--- config.mk ---
export PLATFORM = sky130hd
export DESIGN_NAME = piso_serializer
export DESIGN_NICKNAME = d
export VERILOG_FILES = /design/src/rtl/piso_serializer.sv
export SDC_FILE = /design/constraint.sdc
export NUM_CORES = 1
export LEC_CHECK = 0
export BUFFER_PORTS_ARGS = -buffer_cell sky130_fd_sc_hd__buf_2
export CAP_MARGIN = 20
export CORE_MARGIN = 1.5
export CORE_UTILIZATION = 53
export CTS_CLUSTER_DIAMETER = 80
export CTS_CLUSTER_SIZE = 10
export DETAILED_ROUTE_END_ITERATION = 10
export PLACE_DENSITY = 0.81
export RECOVER_POWER = 25
export SKIP_LAST_GASP = 1
export SLEW_MARGIN = 10
export SYNTH_ARGS = -nofsm -noshare
export SYNTH_HDL_FRONTEND = slang
export SYNTH_SLANG_ARGS = --single-unit
--- constraint.sdc ---
create_clock -name clk -period 2.01 [get_ports clk]
set_input_delay 0.201 -clock clk [delete_from_list [all_inputs] [get_ports clk]]
set_output_delay 0.201 -clock clk [all_outputs]
set_load 0.05 [all_outputs]
--- src/rtl/piso_serializer.sv ---
// piso_serializer: W-bit valid/ready words in, one serial bit per clock out.
// Holding register lets back-to-back words stream with no idle bit.
//
// Ports:
//   clk, rst          clock, synchronous active-high reset
//   din, din_valid    parallel word and its valid strobe
//   din_ready         combinational: holding register free, not in reset
//   x, x_valid        registered serial bit and its qualifier
//   busy              registered: shifting or holding register full
//
// Build option: PISO_LSB_FIRST_EN emits din[0] first (default MSB first).
module piso_serializer #(
  parameter int W = 8
) (
  input  logic         clk,
  input  logic         rst,
  input  logic [W-1:0] din,
  input  logic         din_valid,
  output logic         din_ready,
  output logic         x,
  output logic         x_valid,
  output logic         busy
);

  localparam int CW = $clog2(W);

  typedef enum logic {
    IDLE,
    SHIFT
  } state_t;

  state_t        state;
  logic [W-1:0]  sreg;
  logic [W-1:0]  hreg;
  logic [CW-1:0] cnt;
  logic          hvalid;

  logic          accept;
  logic          last;
  logic          load;
  logic          shift_nxt;
  logic          hvalid_nxt;
  logic          hfirst;
  logic          snext;
  logic [W-1:0]  sshift;

  assign din_ready = ~hvalid & ~rst;
  assign accept    = din_valid & din_ready;

  // last: the final bit of the current word is on x now
  assign last = (state == SHIFT) && (cnt == CW'(W - 1));
  assign load = hvalid & ((state == IDLE) | last);

  // accept needs hvalid==0 and load needs hvalid==1, so never both
  assign shift_nxt  = load | ((state == SHIFT) & ~last);
  assign hvalid_nxt = accept | (hvalid & ~load);

  // x is registered, so the first bit is taken straight from hreg
  // on the load edge and later bits one position ahead of sreg's end
`ifdef PISO_LSB_FIRST_EN
  assign hfirst = hreg[0];
  assign snext  = sreg[1];
  assign sshift = {1'b0, sreg[W-1:1]};
`else
  assign hfirst = hreg[W-1];
  assign snext  = sreg[W-2];
  assign sshift = {sreg[W-2:0], 1'b0};
`endif

  always_ff @(posedge clk) begin
    if (rst) begin
      state   <= IDLE;
      sreg    <= '0;
      hreg    <= '0;
      cnt     <= '0;
      hvalid  <= 1'b0;
      x       <= 1'b0;
      x_valid <= 1'b0;
      busy    <= 1'b0;
    end else begin
      busy   <= shift_nxt | hvalid_nxt;
      hvalid <= hvalid_nxt;
      if (accept) begin
        hreg <= din;
      end
      case (state)
        IDLE: begin
          if (hvalid) begin
            sreg    <= hreg;
            cnt     <= '0;
            x       <= hfirst;
            x_valid <= 1'b1;
            state   <= SHIFT;
          end else begin
            x       <= 1'b0;
            x_valid <= 1'b0;
          end
        end
        SHIFT: begin
          if (last) begin
            if (hvalid) begin
              sreg    <= hreg;
              cnt     <= '0;
              x       <= hfirst;
              x_valid <= 1'b1;
            end else begin
              sreg    <= '0;
              cnt     <= '0;
              x       <= 1'b0;
              x_valid <= 1'b0;
              state   <= IDLE;
            end
          end else begin
            sreg <= sshift;
            cnt  <= cnt + 1'b1;
            x    <= snext;
          end
        end
        default: begin
          state   <= IDLE;
          x       <= 1'b0;
          x_valid <= 1'b0;
        end
      endcase
    end
  end

endmodule

-- Word level (Yosys, flattened, before mapping)
Cells that the tools add are included.
- output and inout bits: 4
- register bits: 23
- bitwise logic cells: 14
- $add $sub $neg: 1
- mux-type cells: 15
- reduce and logical (&&, ||, !) cells: 1
- equal/unequal tests: 3
- operators with widths (cell ; count):
    7-bit 2-to-1 mux ; 3
    7-bit one-hot mux with 2 select lines ; 1
    3-bit 2-to-1 mux ; 2
    1-bit one-hot mux with 2 select lines ; 3
    3-bit one-hot mux with 2 select lines ; 1
    1-bit bitwise AND ; 5
    1-bit 2-to-1 mux ; 5
    1-bit inverter ; 5
    1-bit OR ; 4
    3-bit by 1-bit adder with 3-bit output, second input constant ; 1
    3-bit == test, second input constant ; 1
    2-bit by 1-bit inequality test with 1-bit output, second input constant ; 1
    2-bit inequality test, second input constant ; 1
    1-bit logical AND ; 1

-- Longest topological paths before layout
- word-level depth: 8
- gate-level depth with buffers: 6

-- Worst setup path before layout
Ideal clock, no wire load.
- path kind: register to register
- start point: register cnt[0]
- end point: register sreg[2]
- clock period less this slack: 1409 ps
- stages on the path, launching flop included: 6
- arrival: 1285 ps
- data required time: 1885 ps
- setup slack: 601 ps
- path through: dfxtp_1 ha_1 ha_1 a21bo_4 a221oi_1 nor3_1
- cells in the longest elaborated chain, start to end: 4
- RTL lines (what ; line ; source):
    start: declaration ; 35 ; logic [CW-1:0] cnt;
    start signal: assignment ; 115 ; cnt <= cnt + 1'b1;
    3-bit == test ; 51 ; assign last = (state == SHIFT) && (cnt == CW'(W - 1));
    1-bit logical AND ; 51 ;
    7-bit 2-to-1 mux ; 100 ; if (last) begin
    7-bit one-hot mux with 2 select lines ; 86 ; case (state)
    end signal: assignment ; 89 ; sreg <= hreg;
    end signal: assignment ; 102 ; sreg <= hreg;
    end signal: assignment ; 114 ; sreg <= sshift;
    end: declaration ; 33 ; logic [W-1:0] sreg;
No other way between the ends.
A chain may end at the register's enable or synchronous reset.

-- Worst setup path after layout
Same ends and word-level chain as after synthesis.

==> impl_metrics.json <==
{
  "clk_pin_slew_ns": 0.12,
  "synth_top_area_frac": 0.481,
  "yosys-top-cells-area": "dfxtp_1 (48%), nand2_1 (7.8%), a21oi_1 (6.3%), a221oi_2 (6.3%), nor2_1 (5.9%)",
  "ys_ff_latch": 23,
  "grtUsageMet3": 0.0357,
  "synth.distinct_cells": 24,
  "synth_top_family_by_area": "simple AND/OR/NAND/NOR gates",
  "synth_xor_area_frac": 0,
  "path_max_fanout": 12,
  "finalCritPeriodShare": 0.758,
  "syn_nets": 120,
  "hold_class": "primary input to flop",
  "cts_buffers": 3,
  "cp-end-kind": "flop",
  "post-place-ws_ns": 0.510,
  "vias": 746,
  "post_drt_wl_per_cell_um": 11.7,
  "syn_to_final_growth_pct": 8.10,
  "finClkSkew_ns": 0.00261,
  "status": "completed",
  "dieArea_sq_um": 2070,
  "ctsResizeCount": 0,
  "cpMaxStageDelayCell": "dfxtp_1",
  "rows": 15,
  "cts.root.buffer_cell": "clkbuf_4",
  "cp-start-kind": "flop",
  "layout_commonest_cell": "dfxtp_1",
  "place_congestion": 0.789,
  "drt_first_pass_iters": 4,
  "cp_cell_sequence": "ha_1, ha_1, nor2b_4, a221oi_1, nor3_1",
  "muxShareOfSynthArea": 0.0105,
  "die_w_um": 45.5,
  "cp_slowest_stage_delay_ns": 0.34,
  "clock_sinks": 23,
  "setup_viol": 0,
  "die_y_um": 45.5,
  "synth_top_area_cell": "dfxtp_1",
  "grt-busiest-layer": "met2",
  "netlist_area_sq_um": 957,
  "cp_top_family": "simple AND/OR/NAND/NOR gates",
  "core_sq_um": 1710,
  "hold_buffers": 0,
  "syn_inst": 107,
  "grt_pass1_wl_um": 2760,
  "worst-path-buf-inv": 0,
  "drc": 0,
  "ys_seq_area_frac": 0.481,
  "maxSlewHeadroom": 0.597,
  "diodes": 0,
  "grtUsageTotal": 0.184,
  "grt_pass1_vias": 708,
  "synth_area_per_cell_sq_um": 8.95,
  "grt_util_met1": 0.211,
  "via_per_inst": 5.22,
  "fmax_mhz": 657,
  "use_met2": 0.324,
  "path_class": "flop to flop",
  "finalHoldViolCount": 0,
  "setup_tns_ns": 0,
  "tightest_slew_ns": 0.603,
  "dpl.hpwl_um": 1230,
  "post_cts_buffers": 0,
  "htree_num_levels": 1,
  "worstPathRequired_ns": 2.24,
  "drv_cap": 0,
  "timing.final.ws_setup_ns": 0.487,
  "drt_wl_total_um": 1680,
  "synth_fa_ha_area_frac": 0.0261,
  "synth_compound_area_frac": 0.179,
  "power_density_nw_per_um2": 821,
  "hold-worst-slack_ns": 0.117,
  "drive_gt1_frac": 0.203,
  "drt_iter0_drc": 11,
  "most-common-layout-cells": "dfxtp_1 (23), nand2_1 (20), nor2_1 (15), a21oi_1 (12), buf_2 (11)",
  "grt_max_degree": 16,
  "fin_nets": 132,
  "cts_buffer_depth": 2,
  "cp_common_cell": "ha_1",
  "rsz0062_at_grt": "no",
  "antenna_found_initial": 0,
  "clk_latency_ns": 0.30,
  "pin_count": 15,
  "p_leak_nw": 0.418,
  "cts_tree": "yes",
  "yosys.area_share.simple": 0.243,
  "ir_drop_uv": 580,
  "finalCriticalPeriod_ns": 1.52,
  "finalMaxSlewViolations": 0,
  "initial_core_util": 0.560,
  "grt_overflow_total": 0,
  "arrival_ns": 1.75,
  "antenna_left": 0,
  "ys_warn_count": 0,
  "fill_cells": 157,
  "portBuffers": 14
}
-- power breakdown --
part           internal [W]  total, W  switching, W  leakage (nW)
Clock             0.0000774  0.000207      0.000130        0.0150
Sequential         0.000487  0.000513     0.0000265         0.189
Combinational     0.0000510  0.000129     0.0000781         0.214
-- kinds of logic (layout without fill, tap and decap cells) --
kind of cell,after synthesis,after routing
flops,23,23
fa+ha+maj,2,2
simple gates,51,51
compound gates,21,21
buf+inv,9,20
mux,1,1
-- cells in the mapped netlist --
library cell   n
nand3_1        1
a21bo_4        1
a31oi_1        1
or2_2          1
buf_2          1
o32a_2         1
or2b_1         1
ha_1           2
clkbuf_1       4
a21oi_1       12
nor2b_1        1
nor3_1         7
nor2b_4        1
mux2i_1        1
nand2b_1       1
nor2_2         1
inv_1          1
buf_6          3
nor3b_1        2
nand2_1       20
a221oi_2       4
a221oi_1       2
dfxtp_1       23
nor2_1        15
-- layout make-up --
type | count | area, sq um | area share
Tap cell | 25 | 31.3 | 0.0302
Multi-Input combinational cell | 75 | 439 | 0.424
Clock buffer | 4 | 26.3 | 0.0254
Sequential cell | 23 | 460 | 0.445
Inverter | 1 | 3.75 | 0.00363
Timing Repair Buffer | 15 | 73.8 | 0.0713
-- stage by stage --
step            util  instance area (sq um)  instances  power [W]
2_1_floorplan      -                    957        107   0.000628
3_3_place_gp   0.593                   1010        139   0.000647
3_5_place_dp   0.593                   1010        139   0.000653
4_1_cts        0.608                   1040        143   0.000853
5_1_grt        0.606                   1030        143   0.000885
6_report       0.606                   1030        143   0.000849
-- worst reg2reg max path, stage by stage (launching register included) --
cell	delay (ns)
dfxtp_1	0.34
ha_1	0.20
ha_1	0.25
nor2b_4	0.32
a221oi_1	0.15
nor3_1	0.20
-- path summary, 6_finish.rpt --
path,start,endpoint,slack (ns),cells after the start
min reg2reg,hreg[0]$_SDFFE_PP0P_,hreg[0]$_SDFFE_PP0P_,0.47,2
max reg2reg,cnt[0]$_SDFFE_PP0P_,sreg[2]$_SDFFE_PP0P_,0.49,5
max,cnt[0]$_SDFFE_PP0P_,sreg[2]$_SDFFE_PP0P_,0.49,5
min,din[4],hreg[4]$_SDFFE_PP0P_,0.12,3
-- flip-flops by register name, summed over array words and instances (netlist names) --
signal,flops
hvalid,1
cnt,3
x,1
hreg,8
state,1
sreg,7
x_valid,1
busy,1
-- layer usage --
layer / vias to the layer above / part of all wire / routed length (um)
met3: 2 / 0.025 / 42
met1: 342 / 0.45 / 753
li1: 390 / - / -
met5: - / 0 / 0
met2: 12 / 0.51 / 857
met4: 0 / 0.015 / 25
(Power assumes the default switching activity.)
